--- src/rtl/game_sequencer_pkg.sv ---
// Shared types and constants for the game sequencer: state codes, direction bits, board ROM.
// Latency: n/a (declarations and pure functions only).
// Backpressure: n/a.
package game_sequencer_pkg;

    typedef enum logic [1:0] {
        CHOSE_BOARD  = 2'b00,
        GAMING       = 2'b01,
        GAME_INITIAL = 2'b10,
        WINNED       = 2'b11
    } game_state_t;

    localparam int DIR_UP    = 0;
    localparam int DIR_RIGHT = 1;
    localparam int DIR_DOWN  = 2;
    localparam int DIR_LEFT  = 3;

    localparam logic [2:0] BLANK = 3'b100;

    // Start boards; the blank always sits in the centre slot [5:3].
    localparam logic [11:0] BOARD_0 = {3'b000, 3'b001, BLANK, 3'b010};
    localparam logic [11:0] BOARD_1 = {3'b001, 3'b010, BLANK, 3'b000};
    localparam logic [11:0] BOARD_2 = {3'b010, 3'b000, BLANK, 3'b001};

    localparam logic [1:0] BOARD_LAST = 2'd2;

    // Board ROM lookup; the unused index 3 aliases to board 0.
    function automatic logic [11:0] board_rom(input logic [1:0] idx);
        case (idx)
            2'd1:    return BOARD_1;
            2'd2:    return BOARD_2;
            default: return BOARD_0;
        endcase
    endfunction

    // Keep only the lowest-index direction edge.
    function automatic logic [3:0] first_dir(input logic [3:0] edges);
        logic [3:0] one;
        one = '0;
        if (edges[DIR_UP])         one[DIR_UP]    = 1'b1;
        else if (edges[DIR_RIGHT]) one[DIR_RIGHT] = 1'b1;
        else if (edges[DIR_DOWN])  one[DIR_DOWN]  = 1'b1;
        else if (edges[DIR_LEFT])  one[DIR_LEFT]  = 1'b1;
        return one;
    endfunction

endpackage

--- src/rtl/game_sequencer_if.sv ---
// Button/status bundle between the board-level controls and the game sequencer.
// Latency: n/a (wires only).
// Backpressure: none; all outputs are levels or single-cycle pulses.
interface game_sequencer_if;
    logic        btn_start;
    logic        btn_sel;
    logic [3:0]  btn_dir;
    logic        win_flag;
    logic [1:0]  game_status;
    logic [11:0] origin_board;
    logic [3:0]  act;
    logic        play_reset;
    logic [1:0]  board_idx;
    logic [7:0]  move_cnt;

    modport master (
        output btn_start, btn_sel, btn_dir, win_flag,
        input  game_status, origin_board, act, play_reset, board_idx, move_cnt
    );

    modport slave (
        input  btn_start, btn_sel, btn_dir, win_flag,
        output game_status, origin_board, act, play_reset, board_idx, move_cnt
    );
endinterface

--- src/rtl/game_sequencer_btn_conditioner.sv ---
// Button conditioner: 2-flop synchroniser, optional stability debounce (GAME_SEQUENCER_DEBOUNCE_EN), rising-edge pulse.
// Latency: pulse 2 cycles after the raw rise (DB_CYCLES+2 with debounce).
// Backpressure: none; the pulse is one cycle wide and is not held.
module btn_conditioner #(
    parameter int DB_CYCLES = 16
) (
    input  logic clk,
    input  logic rst_n,
    input  logic raw,
    output logic pulse
);

    logic [1:0] sync;
    logic       level;
    logic       level_d;

    // Two-flop synchroniser for the asynchronous button.
    always_ff @(posedge clk or negedge rst_n) begin
        if (!rst_n) sync <= 2'b00;
        else        sync <= {sync[0], raw};
    end

`ifdef GAME_SEQUENCER_DEBOUNCE_EN
    localparam int CNT_W = (DB_CYCLES < 2) ? 1 : $clog2(DB_CYCLES);

    logic [CNT_W-1:0] db_cnt;

    // Accept a new level only after DB_CYCLES consecutive samples disagree with the current one.
    always_ff @(posedge clk or negedge rst_n) begin
        if (!rst_n) begin
            level  <= 1'b0;
            db_cnt <= '0;
        end else if (sync[1] == level) begin
            db_cnt <= '0;
        end else if (db_cnt == CNT_W'(DB_CYCLES - 1)) begin
            level  <= sync[1];
            db_cnt <= '0;
        end else begin
            db_cnt <= db_cnt + CNT_W'(1);
        end
    end
`else
    assign level = sync[1];

    // DB_CYCLES only shapes the debounce counter, which this build leaves out.
    if (DB_CYCLES < 1) begin : g_db_ignored
    end
`endif

    // Previous conditioned level for rising-edge detection.
    always_ff @(posedge clk or negedge rst_n) begin
        if (!rst_n) level_d <= 1'b0;
        else        level_d <= level;
    end

    assign pulse = level & ~level_d;

endmodule

--- src/rtl/game_sequencer.sv ---
// Game sequencer: board selection, game start/restart, move pulses, win detection (debounce via GAME_SEQUENCER_DEBOUNCE_EN).
// Latency: act/state react 1 cycle after a conditioned button edge (3 cycles from raw press without debounce).
// Backpressure: none; presses arriving in a state that does not use them are dropped.
module game_sequencer
    import game_sequencer_pkg::*;
#(
    parameter int DB_CYCLES = 16,
    parameter int WIN_HOLD  = 8
) (
    input  logic            clk_d,
    input  logic            reset,
    game_sequencer_if.slave bus
);

    localparam int          HOLD_W    = (WIN_HOLD < 1) ? 1 : $clog2(WIN_HOLD + 1);
    localparam logic [HOLD_W-1:0] HOLD_MAX = HOLD_W'(WIN_HOLD);
    // Covers the reload cycle and the two cycles after it, while win_flag still reflects the old board.
    localparam logic [1:0]  GUARD_LEN = 2'd3;

    game_state_t       state;
    logic [1:0]        board_idx;
    logic [7:0]        move_cnt;
    logic [3:0]        act_q;
    logic              play_reset_q;
    logic [HOLD_W-1:0] hold_cnt;
    logic [1:0]        guard;
    logic              win_q;

    logic              start_edge;
    logic              sel_edge;
    logic [3:0]        dir_edge;
    logic              win_ok;

    btn_conditioner #(.DB_CYCLES(DB_CYCLES)) u_start (
        .clk   (clk_d),
        .rst_n (reset),
        .raw   (bus.btn_start),
        .pulse (start_edge)
    );

    btn_conditioner #(.DB_CYCLES(DB_CYCLES)) u_sel (
        .clk   (clk_d),
        .rst_n (reset),
        .raw   (bus.btn_sel),
        .pulse (sel_edge)
    );

    for (genvar i = 0; i < 4; i++) begin : g_dir
        btn_conditioner #(.DB_CYCLES(DB_CYCLES)) u_dir (
            .clk   (clk_d),
            .rst_n (reset),
            .raw   (bus.btn_dir[i]),
            .pulse (dir_edge[i])
        );
    end

    assign win_ok = bus.win_flag && (guard == 2'd0);

    // Game FSM with registered outputs; pulses default low every cycle.
    always_ff @(posedge clk_d or negedge reset) begin
        if (!reset) begin
            state        <= CHOSE_BOARD;
            board_idx    <= 2'd0;
            move_cnt     <= 8'd0;
            act_q        <= 4'd0;
            play_reset_q <= 1'b0;
            hold_cnt     <= '0;
            guard        <= 2'd0;
            win_q        <= 1'b0;
        end else begin
            act_q        <= 4'd0;
            play_reset_q <= 1'b0;
            if (guard != 2'd0) guard <= guard - 2'd1;

            case (state)
                CHOSE_BOARD: begin
                    hold_cnt <= '0;
                    if (sel_edge)
                        board_idx <= (board_idx >= BOARD_LAST) ? 2'd0 : board_idx + 2'd1;
                    if (start_edge)
                        state <= GAME_INITIAL;
                end

                GAME_INITIAL: begin
                    state        <= GAMING;
                    play_reset_q <= 1'b1;
                    move_cnt     <= 8'd0;
                    guard        <= GUARD_LEN;
                    win_q        <= 1'b0;
                end

                GAMING: begin
                    if (start_edge) begin
                        // Restart in place: reload the board, drop any move this cycle.
                        play_reset_q <= 1'b1;
                        move_cnt     <= 8'd0;
                        guard        <= GUARD_LEN;
                        win_q        <= 1'b0;
                    end else if (win_ok && win_q) begin
                        state    <= WINNED;
                        hold_cnt <= '0;
                        win_q    <= 1'b0;
                    end else begin
                        win_q <= win_ok;
                        if (dir_edge != 4'd0) begin
                            act_q <= first_dir(dir_edge);
                            if (move_cnt != 8'hFF) move_cnt <= move_cnt + 8'd1;
                        end
                    end
                end

                WINNED: begin
                    if (hold_cnt != HOLD_MAX) begin
                        hold_cnt <= hold_cnt + HOLD_W'(1);
                    end else if (start_edge) begin
                        state    <= CHOSE_BOARD;
                        hold_cnt <= '0;
                    end
                end

                default: state <= CHOSE_BOARD;
            endcase
        end
    end

    assign bus.game_status  = state;
    assign bus.origin_board = board_rom(board_idx);
    assign bus.act          = act_q;
    assign bus.play_reset   = play_reset_q;
    assign bus.board_idx    = board_idx;
    assign bus.move_cnt     = move_cnt;

endmodule

--- src/flat_wrapper.sv ---
// flat-port wrapper written by rule: the top's interface ports become plain ports
module game_sequencer_flat import game_sequencer_pkg::*;
#(
    parameter int DB_CYCLES = 16,
    parameter int WIN_HOLD  = 8
)
  (clk_d, reset, bus_btn_start, bus_btn_sel, bus_btn_dir, bus_win_flag, bus_game_status, bus_origin_board, bus_act, bus_play_reset, bus_board_idx, bus_move_cnt);
  game_sequencer_if bus_i ();
  input  logic clk_d;
  input  logic reset;
  input wire logic [$bits(bus_i.btn_start)-1:0] bus_btn_start;
  input wire logic [$bits(bus_i.btn_sel)-1:0] bus_btn_sel;
  input wire logic [$bits(bus_i.btn_dir)-1:0] bus_btn_dir;
  input wire logic [$bits(bus_i.win_flag)-1:0] bus_win_flag;
  output wire logic [$bits(bus_i.game_status)-1:0] bus_game_status;
  output wire logic [$bits(bus_i.origin_board)-1:0] bus_origin_board;
  output wire logic [$bits(bus_i.act)-1:0] bus_act;
  output wire logic [$bits(bus_i.play_reset)-1:0] bus_play_reset;
  output wire logic [$bits(bus_i.board_idx)-1:0] bus_board_idx;
  output wire logic [$bits(bus_i.move_cnt)-1:0] bus_move_cnt;
  assign bus_i.btn_start = bus_btn_start;
  assign bus_i.btn_sel = bus_btn_sel;
  assign bus_i.btn_dir = bus_btn_dir;
  assign bus_i.win_flag = bus_win_flag;
  assign bus_game_status = bus_i.game_status;
  assign bus_origin_board = bus_i.origin_board;
  assign bus_act = bus_i.act;
  assign bus_play_reset = bus_i.play_reset;
  assign bus_board_idx = bus_i.board_idx;
  assign bus_move_cnt = bus_i.move_cnt;
  game_sequencer #(.DB_CYCLES(DB_CYCLES), .WIN_HOLD(WIN_HOLD)) u_core (.clk_d(clk_d), .reset(reset), .bus(bus_i));
endmodule
--- config.mk ---
export PLATFORM = sky130hd
export DESIGN_NAME = game_sequencer_flat
export DESIGN_NICKNAME = d
export VERILOG_FILES = /design/src/rtl/game_sequencer_pkg.sv /design/src/rtl/game_sequencer_if.sv /design/src/rtl/game_sequencer_btn_conditioner.sv /design/src/rtl/game_sequencer.sv /design/src/flat_wrapper.sv
export SDC_FILE = /design/constraint.sdc
export NUM_CORES = 1
export LEC_CHECK = 0
export ABC_AREA = 1
export BUFFER_PORTS_ARGS = -buffer_cell sky130_fd_sc_hd__buf_2
export CAP_MARGIN = 20
export CELL_PAD_IN_SITES_DETAIL_PLACEMENT = 0
export CELL_PAD_IN_SITES_GLOBAL_PLACEMENT = 1
export CORE_MARGIN = 3
export CORE_UTILIZATION = 39
export CTS_BUF_LIST = sky130_fd_sc_hd__clkbuf_8
export DETAILED_ROUTE_END_ITERATION = 10
export PLACE_DENSITY = 0.89
export SLEW_MARGIN = 20
export SYNTH_ARGS = -nofsm -noshare
export SYNTH_HDL_FRONTEND = slang
export SYNTH_SLANG_ARGS = --single-unit
--- constraint.sdc ---
create_clock -name clk_d -period 1.4 [get_ports clk_d]
set_input_delay 0.28 -clock clk_d [delete_from_list [all_inputs] [get_ports clk_d]]
set_output_delay 0.28 -clock clk_d [all_outputs]
set_load 0.1 [all_outputs]
# Word level (Yosys, flattened, before mapping)
# Index checks and enable logic that the tools add are counted.
dict set report totals {
  reg_bits 42
  in_bits 9
  out_inout_bits 29
  elab_cells 102
}
dict set report classes {
  addsub 4
  n_lt_le_gt_ge 1
  n_eq_ne 16
  n_mux 37
  bitwise_logic 12
  reduce_logical 12
}
# operator count
set op_table {}
lappend op_table {{$mux 4} 8}
lappend op_table {{$mux 8} 4}
lappend op_table {{$pmux 11 s2} 1}
lappend op_table {{$mux 2} 9}
lappend op_table {{$pmux 8 s2} 1}
lappend op_table {{$pmux 4 s3} 1}
lappend op_table {{$ne 3x1->1 const B} 3}
lappend op_table {{$add 8x1->8 const B} 1}
lappend op_table {{$mux 1} 8}
lappend op_table {{$ne 8x8->1 const B} 1}
lappend op_table {{$pmux 2 s4} 1}
lappend op_table {{$reduce_and 4->1} 2}
lappend op_table {{$and 1x1->1} 6}
lappend op_table {{$eq 2x2->1 const B} 3}
lappend op_table {{$ne 2x1->1 const B} 3}
lappend op_table {{$not 1->1} 6}
lappend op_table {{$reduce_and 5->1} 1}
lappend op_table {{$add 4x1->4 const B} 1}
lappend op_table {{$eq 2x1->1 const B} 2}
lappend op_table {{$logic_not 2->1} 2}
lappend op_table {{$ne 2x2->1 const B} 2}
lappend op_table {{$ne 4x4->1 const B} 1}
lappend op_table {{$pmux 1 s2} 2}
lappend op_table {{$pmux 2 s2} 1}
lappend op_table {{other kinds (10)} 12}

# Longest topological paths before layout
# Gate-level depths: netlist of run 1.
dict set report logic_depth {
  depth_word 10
  mapped_depth 9
  depth_no_buf 9
}

# By module
# A second synthesis of run 1 with hierarchy kept.
dict set report unflattened {
  cells_unflattened 228
  hier_area_um2 2020.7
}
# module instances cells_each area_per_inst_um2 seq_area_each_um2
set modules_own_cells {}
lappend modules_own_cells {game_sequencer 1 198 1510.2 600.6}
lappend modules_own_cells {btn_conditioner 6 5 85.1 75.1}

# Worst setup path before layout of run 1
# OpenSTA, ideal clock, no wires.
dict set report synth_timing {
  kind {register -> output}
  from {register u_core.board_idx[0], in the netlist u_core.bus.board_idx[0]}
  to {output bus_origin_board[6]}
  arrival_ns 2.455
  t_required_ns 1.120
  setup_slack_ns -1.335
  path_stages_with_launch 5
  path_buffers 1
  cell_sequence {dfrtp_1 inv_1 ha_1 inv_1 buf_4}
}
dict set report synth_via {
  elab_chain_cells 2
  word_cells_on_any_way 3
  cone_classes {eq/ne: 2; mux: 1}
}
# element line
set synth_rtl {}
lappend synth_rtl {{start, declared} game_sequencer.sv:21} ;# logic [1:0] board_idx;
lappend synth_rtl {{start signal, assigned} game_sequencer.sv:79} ;# board_idx <= (board_idx >= BOARD_LAST) ? 2'd0 : board_idx + 2'd1;
lappend synth_rtl {{$eq 2x2->1 or $eq 2x1->1 (tied branches)} game_sequencer_pkg.sv:29} ;# case (idx)
lappend synth_rtl {{$pmux 11 s2 *} game_sequencer_pkg.sv:29}
lappend synth_rtl {{end, declared} flat_wrapper.sv:16} ;# output wire logic [$bits(bus_i.origin_board)-1:0] bus_origin_board;
# Mark *: on every way between the ends. The rest lies on a longest branch, timed or not.

# Final worst setup path of run 1
dict set report layout_timing {
  from {register u_core.board_idx[1], in the netlist u_core.bus.board_idx[1]}
  to {output bus_origin_board[1]}
}
# The elaborated chain is that of the path after synthesis.

==> results of run 1 <==
## cells by family (layout without fill, tap and decap cells)
| group | after synthesis | count (layout) | share of synthesized area (%) |
|---|---|---|---|
| AND/OR/NAND/NOR | 96 | 96 | 22.37 |
| flip-flops | 42 | 42 | 53.54 |
| buffers and inverters | 35 | 105 | 9.050 |
| AO/OA/AOI/OAI | 17 | 17 | 5.418 |
| adder cells (fa/ha/maj) | 11 | 11 | 7.011 |
| XOR/XNOR | 5 | 5 | 2.231 |
| other | 2 | 6 | 0.3826 |
## cells in the final DEF, fill, tap and decap left out, drive strengths merged, types with 2 or more instances in the layout
| master | count |
|---|---|
| a21oi | 3 |
| buf | 71 |
| clkbuf | 5 |
| conb | 6 |
| dfrtp | 42 |
| ha | 11 |
| inv | 26 |
| nand2 | 49 |
| nand3 | 11 |
| nand4 | 6 |
| nor2 | 24 |
| nor3 | 4 |
| o21ai | 11 |
| xnor2 | 2 |
| xor2 | 3 |
## metal layers
metal / vias up / track usage (%) / wire (um)
met2: 30 / 24.48 / 2233
met1: 731 / 17.51 / 1822
li1: 790 / - / -
met5: - / 0 / 0
met3: 7 / 3.521 / 128
met4: 0 / 7.246 / 92
## power groups by stage
stage / clock (W) / sequential (W) / combinational [W]
2_1_floorplan: 0 / 0.00229 / 0.00230
3_3_place_gp: 0 / 0.00163 / 0.00420
3_5_place_dp: 0 / 0.00164 / 0.00424
4_1_cts: 0.000869 / 0.00159 / 0.00451
5_1_grt: 0.000938 / 0.00161 / 0.00545
6_report: 0.000842 / 0.00159 / 0.00515
## flip-flops by register name, indices dropped and copies added (netlist names), 4 cells and up
| name | count |
|---|---|
| u_core.bus.move_cnt | 8 |
| u_core.g_dir.u_dir.sync | 8 |
| u_core.bus.act | 4 |
| u_core.g_dir.u_dir.level_d | 4 |
| u_core.hold_cnt | 4 |
## final cells by class
| cell class | instances | area, um^2 | share of cell area (%) |
|---|---|---|---|
| flip-flops and latches | 42 | 1081 | 34.04 |
| multi-input cells | 135 | 983.4 | 30.97 |
| repair buffers | 72 | 807.0 | 25.41 |
| inverters | 25 | 122.6 | 3.861 |
| well taps | 67 | 83.83 | 2.640 |
| clock buffers | 5 | 68.82 | 2.167 |
| clock inverters | 3 | 28.78 | 0.9062 |
## worst max-delay path: stages (launching register included)
cell        delay, ps
dfrtp_4           490
inv_4              80
ha_4              200
clkinvlp_4        100
buf_12            180
## what timing repair did
| item | 4_1_cts | 5_1_grt |
|---|---|---|
| resized for setup | 7 | 47 |
| setup endpoints to repair | 21 | 32 |
| setup buffers | 7 | 9 |
| hold buffers | 1 | 0 |
| hold endpoints to repair | 15 | 0 |
| gates cloned | 0 | 0 |
| pin swaps | 5 | 23 |
## path summary, 6_finish.rpt
| path | end | depth (start not counted) |
|---|---|---|
| setup / recovery | bus_origin_board[1] | 4 |
| hold / removal | u_core.g_dir[3].u_dir.sync[0] | 1 |
| setup reg to reg | u_core.bus.move_cnt[6] | 9 |
| hold reg to reg | u_core.u_sel.sync[1] | 0 |
| max in group asynchronous | u_core.bus.move_cnt[1] | 3 |
| min in group asynchronous | u_core.bus.move_cnt[6] | 2 |
## per-stage QoR
stage / total power [W] / instance area, um^2 / std cells / util [%] / TNS (ps)
finish: 0.007578 / 3176 / 349 / 66.35 / -2467
CTS: 0.006965 / 2933 / 340 / 61.28 / -2051
global placement: 0.005822 / 2746 / 324 / 57.39 / -231.9
detailed placement: 0.005879 / 2746 / 324 / 57.39 / -572.7
floorplan: 0.004585 / 2126 / 212 / - / -4342
global route: 0.007995 / 3176 / 349 / 66.35 / -4074
==> results_dict.tcl, run 1 <==
set metrics [dict create \
    postSynth.asyncResetShare_pct 100.0 \
    clock_sinks 42 \
    fmax_ghz 0.6133 \
    synth_cells 208 \
    grt_max_degree 28 \
    ys.flop_type "dfrtp_1" \
    hold_violations 0 \
    setup_ws_ps -230.7 \
    post-route-min-period_ps 1631 \
    status "finished, violations left" \
    cts.reportedPaths.clkPinSlew_ps 90 \
    finalCritPeriodShare_pct 116.5 \
    pwr-share-seq_pct 20.9 \
    yosys_register_bits 42 \
    route.detailed.wl_per_inst_um 12.26 \
    grt_remaining_overflow 0 \
    initial_core_util_pct 41.02 \
    dp_hpwl_um 2902 \
    drc_errors 0 \
    whs_ps 73.86 \
    rsz0062_at_grt "true" \
    ant_nets 0 \
    synth-seq-area-share_pct 53.54 \
    grt_pass1_vias 1521 \
    switchingPower_w 0.003717 \
    worstPathArrival_ps 1350 \
    clk_latency_ps 300 \
    max_cap_violations 0 \
    root_buffer "clkbuf_8" \
    endpoint_kind "output port" \
    worstPathMaxFanout 3 \
    num-nets-final 301 \
    criticalPathCategory "reg -> out" \
    r2r_start "u_core.bus.move_cnt[1]" \
    reg2reg_setup_slack_ps -120 \
    area_growth_pct 61.76 \
    die_area_um2 5921 \
    drive_gt1_share_pct 53.19 \
    worst_setup_path_start_kind "register" \
    vias_per_cell 4.464 \
    drv_slew 0 \
    vdd.ir_drop.worst_v 0.002276 \
    row_count 25 \
    synth_edf_count 0 \
    leakage_nw 1.484 \
    synth_area_leaders "dfrtp_1 (54%), nand2_1 (8.8%), ha_1 (7.0%)" \
    cts_tree "yes" \
    p_clk_share_pct 11.1 \
    initialDrtViolationCount 37 \
    io_pins 38 \
    synth.avg_cell_area_um2 9.438 \
    synth_top_area_cell "dfrtp_1" \
    grt_use_total_pct 14.62 \
    p_sw_share_pct 49.05 \
    hp-class "in -> reg" \
    insertedDiodeCount 0 \
    clockBufferDepth 2 \
    numCtsBuffers 5 \
    yosysTopAreaCellShare_pct 53.54 \
    combPwrFrac_pct 68.0 \
    antenna_found_initial 0 \
    synth_cell_types 29 \
    p_int_w 0.003861 \
    p_per_area_nw_per_um2 2386 \
    synth_most_common_cell "nand2_1" \
    setup_viol 21 \
    hp-start "bus_btn_dir[3]" \
    fillerInstances 357 \
    drt-total-wl_um 4277 \
    cp_data_required_time_ps 1120 \
    synthTopCellsByCount "nand2_1 (46), dfrtp_1 (42), inv_1 (21), nor2_1 (21)" \
    die_y_um 76.95 \
    htreeDepth 2 \
    gp_congestion 0.7766 \
    syn_area_um2 1963 \
    detailedPlace.worstSlack_ps -79.83 \
    startpoint "u_core.bus.board_idx[1]" \
    yosysWarnings 0 \
    grt_first_pass_wirelength_um 6810 \
    fp.coreArea_um2 4786 \
    vias 1558 \
    violations "setup timing" \
    drtPass1Iterations 4 \
    port_buffers 31 \
    die_width_um 76.95 \
    clock_skew_ps 6.509 \
]
Note: power is estimated with default switching activity, not from simulation.
==> run 2: changes to the inputs <==
--- a/config.mk
+++ b/config.mk
@@ -11,10 +11,10 @@
 export CELL_PAD_IN_SITES_DETAIL_PLACEMENT = 0
 export CELL_PAD_IN_SITES_GLOBAL_PLACEMENT = 1
 export CORE_MARGIN = 3
-export CORE_UTILIZATION = 39
+export CORE_UTILIZATION = 43
 export CTS_BUF_LIST = sky130_fd_sc_hd__clkbuf_8
 export DETAILED_ROUTE_END_ITERATION = 10
-export PLACE_DENSITY = 0.89
+export PLACE_DENSITY = 0.92
 export SLEW_MARGIN = 20
 export SYNTH_ARGS = -nofsm -noshare
 export SYNTH_HDL_FRONTEND = slang
==> constraint.sdc (replaced) <==
create_clock -name clk_d -period 1.51 [get_ports clk_d]
set_input_delay 0.302 -clock clk_d [delete_from_list [all_inputs] [get_ports clk_d]]
set_output_delay 0.302 -clock clk_d [all_outputs]
set_load 0.1 [all_outputs]
==> results_dict.tcl, run 2 (synthesis gave the netlist of run 1 again) <==
set metrics [dict create \
    status "finished, violations left" \
    violations "setup timing" \
    route.detailed.wl_per_inst_um 12.02 \
    clk_latency_ps 290 \
    row_count 23 \
    io_pins 38 \
    hold_violations 0 \
    drv_slew 0 \
    worst_setup_path_start_kind "register" \
    vias_per_cell 4.716 \
    area_growth_pct 30.98 \
    drt-total-wl_um 3643 \
    grt_max_degree 30 \
    critPathBufInv 3 \
    post-route-min-period_ps 1656 \
    fp.coreArea_um2 4202 \
    cts_tree "yes" \
    worstPathMaxFanout 3 \
    endpoint_kind "output port" \
    fmax_ghz 0.6039 \
    setup_ws_ps -146.0 \
    port_buffers 31 \
    insertedDiodeCount 0 \
    drc_errors 0 \
    hp-class "in -> reg" \
    largestRegisters "u_core.bus.move_cnt: 8 flops, u_core.g_dir.u_dir.sync: 8 flops" \
    cp_slowest_cell "dfrtp_4" \
    grt_first_pass_wirelength_um 5720 \
    fin_cells 303 \
    initial_core_util_pct 46.72 \
    criticalPathCategory "reg -> out" \
    htreeDepth 2 \
    die_y_um 73.57 \
    final_cell_mix "nand2_1 (36), dfrtp_1 (30), nor2_1 (20)" \
    numCtsBuffers 5 \
    vdd.ir_drop.worst_v 0.002072 \
    dp.cells 288 \
    leakage_nw 1.269 \
    final_area_um2 2571 \
    dpl-instance-area_um2 2360 \
    root_buffer "clkbuf_8" \
    cpLargestDelayFamily "flip-flops" \
    initialDrtViolationCount 71 \
    die_area_um2 5412 \
    finalCritPeriodShare_pct 109.7 \
    drive_gt1_share_pct 38.34 \
    max_cap_violations 0 \
    fillerInstances 346 \
    drtPass1Iterations 4 \
    p_per_area_nw_per_um2 2250 \
    worstPathArrival_ps 1350 \
    critPathMaxStageDelay_ps 490 \
    crit_chain "inv_4 > ha_4 > clkinvlp_4 > buf_12" \
    grt_pass1_vias 1253 \
    die_width_um 73.57 \
    grt_use_total_pct 14.06 \
    mostFrequentLayoutCell "nand2_1" \
    gp_congestion 0.8250 \
    clock_sinks 42 \
    ant_nets 0 \
    num-nets-final 272 \
    dp_hpwl_um 2604 \
    cts.reportedPaths.clkPinSlew_ps 80 \
    rsz0062_at_grt "true" \
    tns_ps -814.2 \
    clock_skew_ps 7.420 \
    cp_data_required_time_ps 1210 \
    antenna_found_initial 0 \
    clockBufferDepth 2 \
    grt_remaining_overflow 0 \
    setup_viol 14 \
    vias 1429 \
]
[run 2: layout make-up]
class | instances | area, um^2 | share of cell area [%]
well taps | 50 | 62.56 | 2.433
repair buffers | 43 | 386.6 | 15.04
multi-input cells | 135 | 844.6 | 32.85
clock buffers | 5 | 68.82 | 2.676
inverters | 25 | 110.1 | 4.282
flip-flops and latches | 42 | 1081 | 42.04
clock inverters | 3 | 17.52 | 0.6813
[run 2: power breakdown]
group          leakage (nW)  internal [W]  switching [W]
logic                 0.704       0.00111        0.00249
clock network        0.0493      0.000319       0.000376
registers             0.515       0.00132       0.000170
total                  1.27       0.00275        0.00304
[run 2: through the flow]
| stage | utilization (%) | hold slack, ps | worst slack [ps] | total power, W |
|---|---|---|---|---|
| finish | 61.20 | 110.6 | -146.0 | 0.005785 |
| detailed placement | 56.16 | 227.5 | 15.49 | 0.004913 |
| global route | 61.20 | 91.26 | -195.2 | 0.006054 |
| CTS | 59.11 | 99.70 | -158.4 | 0.005695 |
| global placement | 56.16 | 222.1 | 55.42 | 0.004863 |
| floorplan | - | 6.409 | -524.4 | 0.004161 |
[run 2: timing repair]
action	4_1_cts	5_1_grt
resized for setup	2	21
setup buffers	3	3
endpoints found under the setup margin	6	23
hold buffers	1	0
hold endpoints to repair	13	0
cloned	0	0
pin swaps	1	6
[run 2: final timing paths]
kind                                                  to  slack (ps)  cells after the start                     startpoint
max                                  bus_origin_board[6]        -150                      4        u_core.bus.board_idx[1]
min                        u_core.g_dir[0].u_dir.sync[0]         110                      1                 bus_btn_dir[0]
max reg2reg                       u_core.bus.move_cnt[6]         -30                      9         u_core.bus.move_cnt[1]
min reg2reg                u_core.g_dir[3].u_dir.sync[1]         350                      0  u_core.g_dir[3].u_dir.sync[0]
max in group asynchronous         u_core.bus.move_cnt[5]         580                      3                          reset
min in group asynchronous              u_core.bus.act[3]         450                      2                          reset
[run 2: per-layer routing]
metal	global-route usage (%)	vias to the layer above	part of all wire, %
met5	0	-	0
met4	5.433	0	1.3
met3	4.104	5	3.7
met2	22.05	24	49
met1	18.30	667	46
li1	-	733	-
==> run 3: changes to the inputs <==
--- a/config.mk
+++ b/config.mk
@@ -15,6 +15,7 @@
 export CTS_BUF_LIST = sky130_fd_sc_hd__clkbuf_8
 export DETAILED_ROUTE_END_ITERATION = 10
 export PLACE_DENSITY = 0.92
+export RECOVER_POWER = 100
 export SLEW_MARGIN = 20
 export SYNTH_ARGS = -nofsm -noshare
 export SYNTH_HDL_FRONTEND = slang
==> results_dict.tcl, run 3 (synthesis gave the netlist of run 1 again) <==
set metrics [dict create \
    vias_per_cell 4.772 \
    drc_errors 0 \
    dpl-instance-area_um2 2360 \
    grt_first_pass_wirelength_um 5720 \
    port_buffers 31 \
    p_per_area_nw_per_um2 2243 \
    vdd.ir_drop.worst_v 0.002012 \
    drtPass1Iterations 4 \
    fp.coreArea_um2 4202 \
    die_area_um2 5412 \
    numCtsBuffers 5 \
    row_count 23 \
    combPwrFrac_pct 61.7 \
    drive_gt1_share_pct 35.57 \
    setup_ws_ps -143.5 \
    rsz0062_at_grt "true" \
    pwr-share-seq_pct 26.1 \
    cts_tree "yes" \
    clk_latency_ps 290 \
    final_area_um2 2521 \
    clockBufferDepth 2 \
    route.detailed.wl_per_inst_um 11.89 \
    hold_violations 0 \
    detailedPlace.worstSlack_ps 15.49 \
    final_cell_mix "nand2_1 (36), dfrtp_1 (33), nor2_1 (20)" \
    dp_hpwl_um 2604 \
    violations "setup timing" \
    largestRegisters "u_core.bus.move_cnt: 8 flops, u_core.g_dir.u_dir.sync: 8 flops" \
    fmax_ghz 0.6048 \
    p_clk_share_pct 12.2 \
    num-nets-final 272 \
    antenna_found_initial 0 \
    max_slew_margin_pct 46.85 \
    gp_congestion 0.8250 \
    ant_nets 0 \
    drt-total-wl_um 3603 \
    setup_viol 14 \
    root_buffer "clkbuf_8" \
    insertedDiodeCount 0 \
    fillerInstances 357 \
    leakage_nw 1.246 \
    p_int_w 0.002658 \
    hp-class "in -> reg" \
    cts.reportedPaths.clkPinSlew_ps 80 \
    endpoint_kind "output port" \
    max_cap_violations 0 \
    clock_skew_ps 8.090 \
    p_sw_share_pct 52.99 \
    switchingPower_w 0.002996 \
    worst_setup_path_start_kind "register" \
    post-route-min-period_ps 1654 \
    initialDrtViolationCount 60 \
    grt_use_total_pct 14.06 \
    initial_core_util_pct 46.72 \
    die_y_um 73.57 \
    finalCritPeriodShare_pct 109.5 \
    vias 1446 \
    area_growth_pct 28.43 \
    criticalPathCategory "reg -> out" \
    grt_max_degree 30 \
    cp_data_required_time_ps 1210 \
    grt_pass1_vias 1253 \
    tightest_slew_ps 797.2 \
    worstPathMaxFanout 3 \
    worstPathArrival_ps 1350 \
    io_pins 38 \
    clock_sinks 42 \
    mostFrequentLayoutCell "nand2_1" \
    htreeDepth 2 \
    grt_remaining_overflow 0 \
    drv_slew 0 \
    die_width_um 73.57 \
    status "finished, violations left" \
]
[run 3: changes by cell type in the layout (fill, tap and decap cells not counted), sizes merged]
cell,delta
clkbuf,+9
buf,-9
clkinvlp,+1
inv,-1
[run 3: worst paths after layout]
check / from / end / slack (ps) / cells past startpoint
max in group asynchronous: reset / u_core.bus.move_cnt[6] / 160 / 3
hold reg to reg: u_core.g_dir[3].u_dir.sync[0] / u_core.g_dir[3].u_dir.sync[1] / 350 / 0
hold / removal: bus_btn_dir[0] / u_core.g_dir[0].u_dir.sync[0] / 110 / 1
min in group asynchronous: reset / u_core.bus.act[3] / 620 / 2
setup reg to reg: u_core.bus.game_status[1] / u_core.bus.move_cnt[6] / -90 / 9
setup / recovery: u_core.bus.board_idx[1] / bus_origin_board[6] / -140 / 4
[run 3: stage by stage]
step | utilization [%] | setup TNS [ps] | power, W | cells | hold WS, ps
6_report | 60.01 | -1252 | 0.005655 | 303 | 111.3
3_3_place_gp | 56.16 | 0 | 0.004863 | 288 | 222.1
5_1_grt | 60.01 | -3135 | 0.005940 | 303 | 91.26
3_5_place_dp | 56.16 | 0 | 0.004913 | 288 | 227.5
4_1_cts | 59.11 | -749.0 | 0.005695 | 300 | 99.70
2_1_floorplan | - | -2391 | 0.004161 | 212 | 6.409
[run 3: critical path, stage by stage, from the launching register on]
cell and delay, ps:
dfrtp_4 490, inv_4 90, ha_4 200, clkinvlp_4 100, buf_12 180
[run 3: layout make-up]
type / count / area, um^2 / area share [%]
Timing Repair Buffer: 43 / 354.1 / 14.04
Inverter: 25 / 108.9 / 4.318
Clock buffer: 5 / 68.82 / 2.730
Tap cell: 50 / 62.56 / 2.481
Sequential cell: 42 / 1077 / 42.73
Multi-Input combinational cell: 135 / 832.0 / 33.00
Clock inverter: 3 / 17.52 / 0.6948
[run 3: layer usage]
metal	part of all wire [%]	routed length, um	up-vias	global-route usage, %
met4	1.4	52	0	5.433
li1	-	-	732	-
met2	50	1800	23	22.05
met1	45	1632	686	18.30
met5	0	0	-	0
met3	3.3	118	5	4.104
[run 3: power groups by stage]
| stage | registers [W] | logic [W] | clock network, W |
|---|---|---|---|
| final | 0.00147 | 0.00349 | 0.000692 |
| after global routing | 0.00150 | 0.00368 | 0.000764 |
| after CTS | 0.00148 | 0.00349 | 0.000720 |
| after detailed placement | 0.00151 | 0.00340 | 0 |
| after global placement | 0.00150 | 0.00336 | 0 |
| after floorplan | 0.00210 | 0.00207 | 0 |
[run 3: timing repair]
item	in CTS	in global routing
buffers inserted	3	3
resized for setup	2	21
hold endpoints to repair	13	0
endpoints found under the setup margin	6	23
hold buffers	1	0
pin swaps	1	6
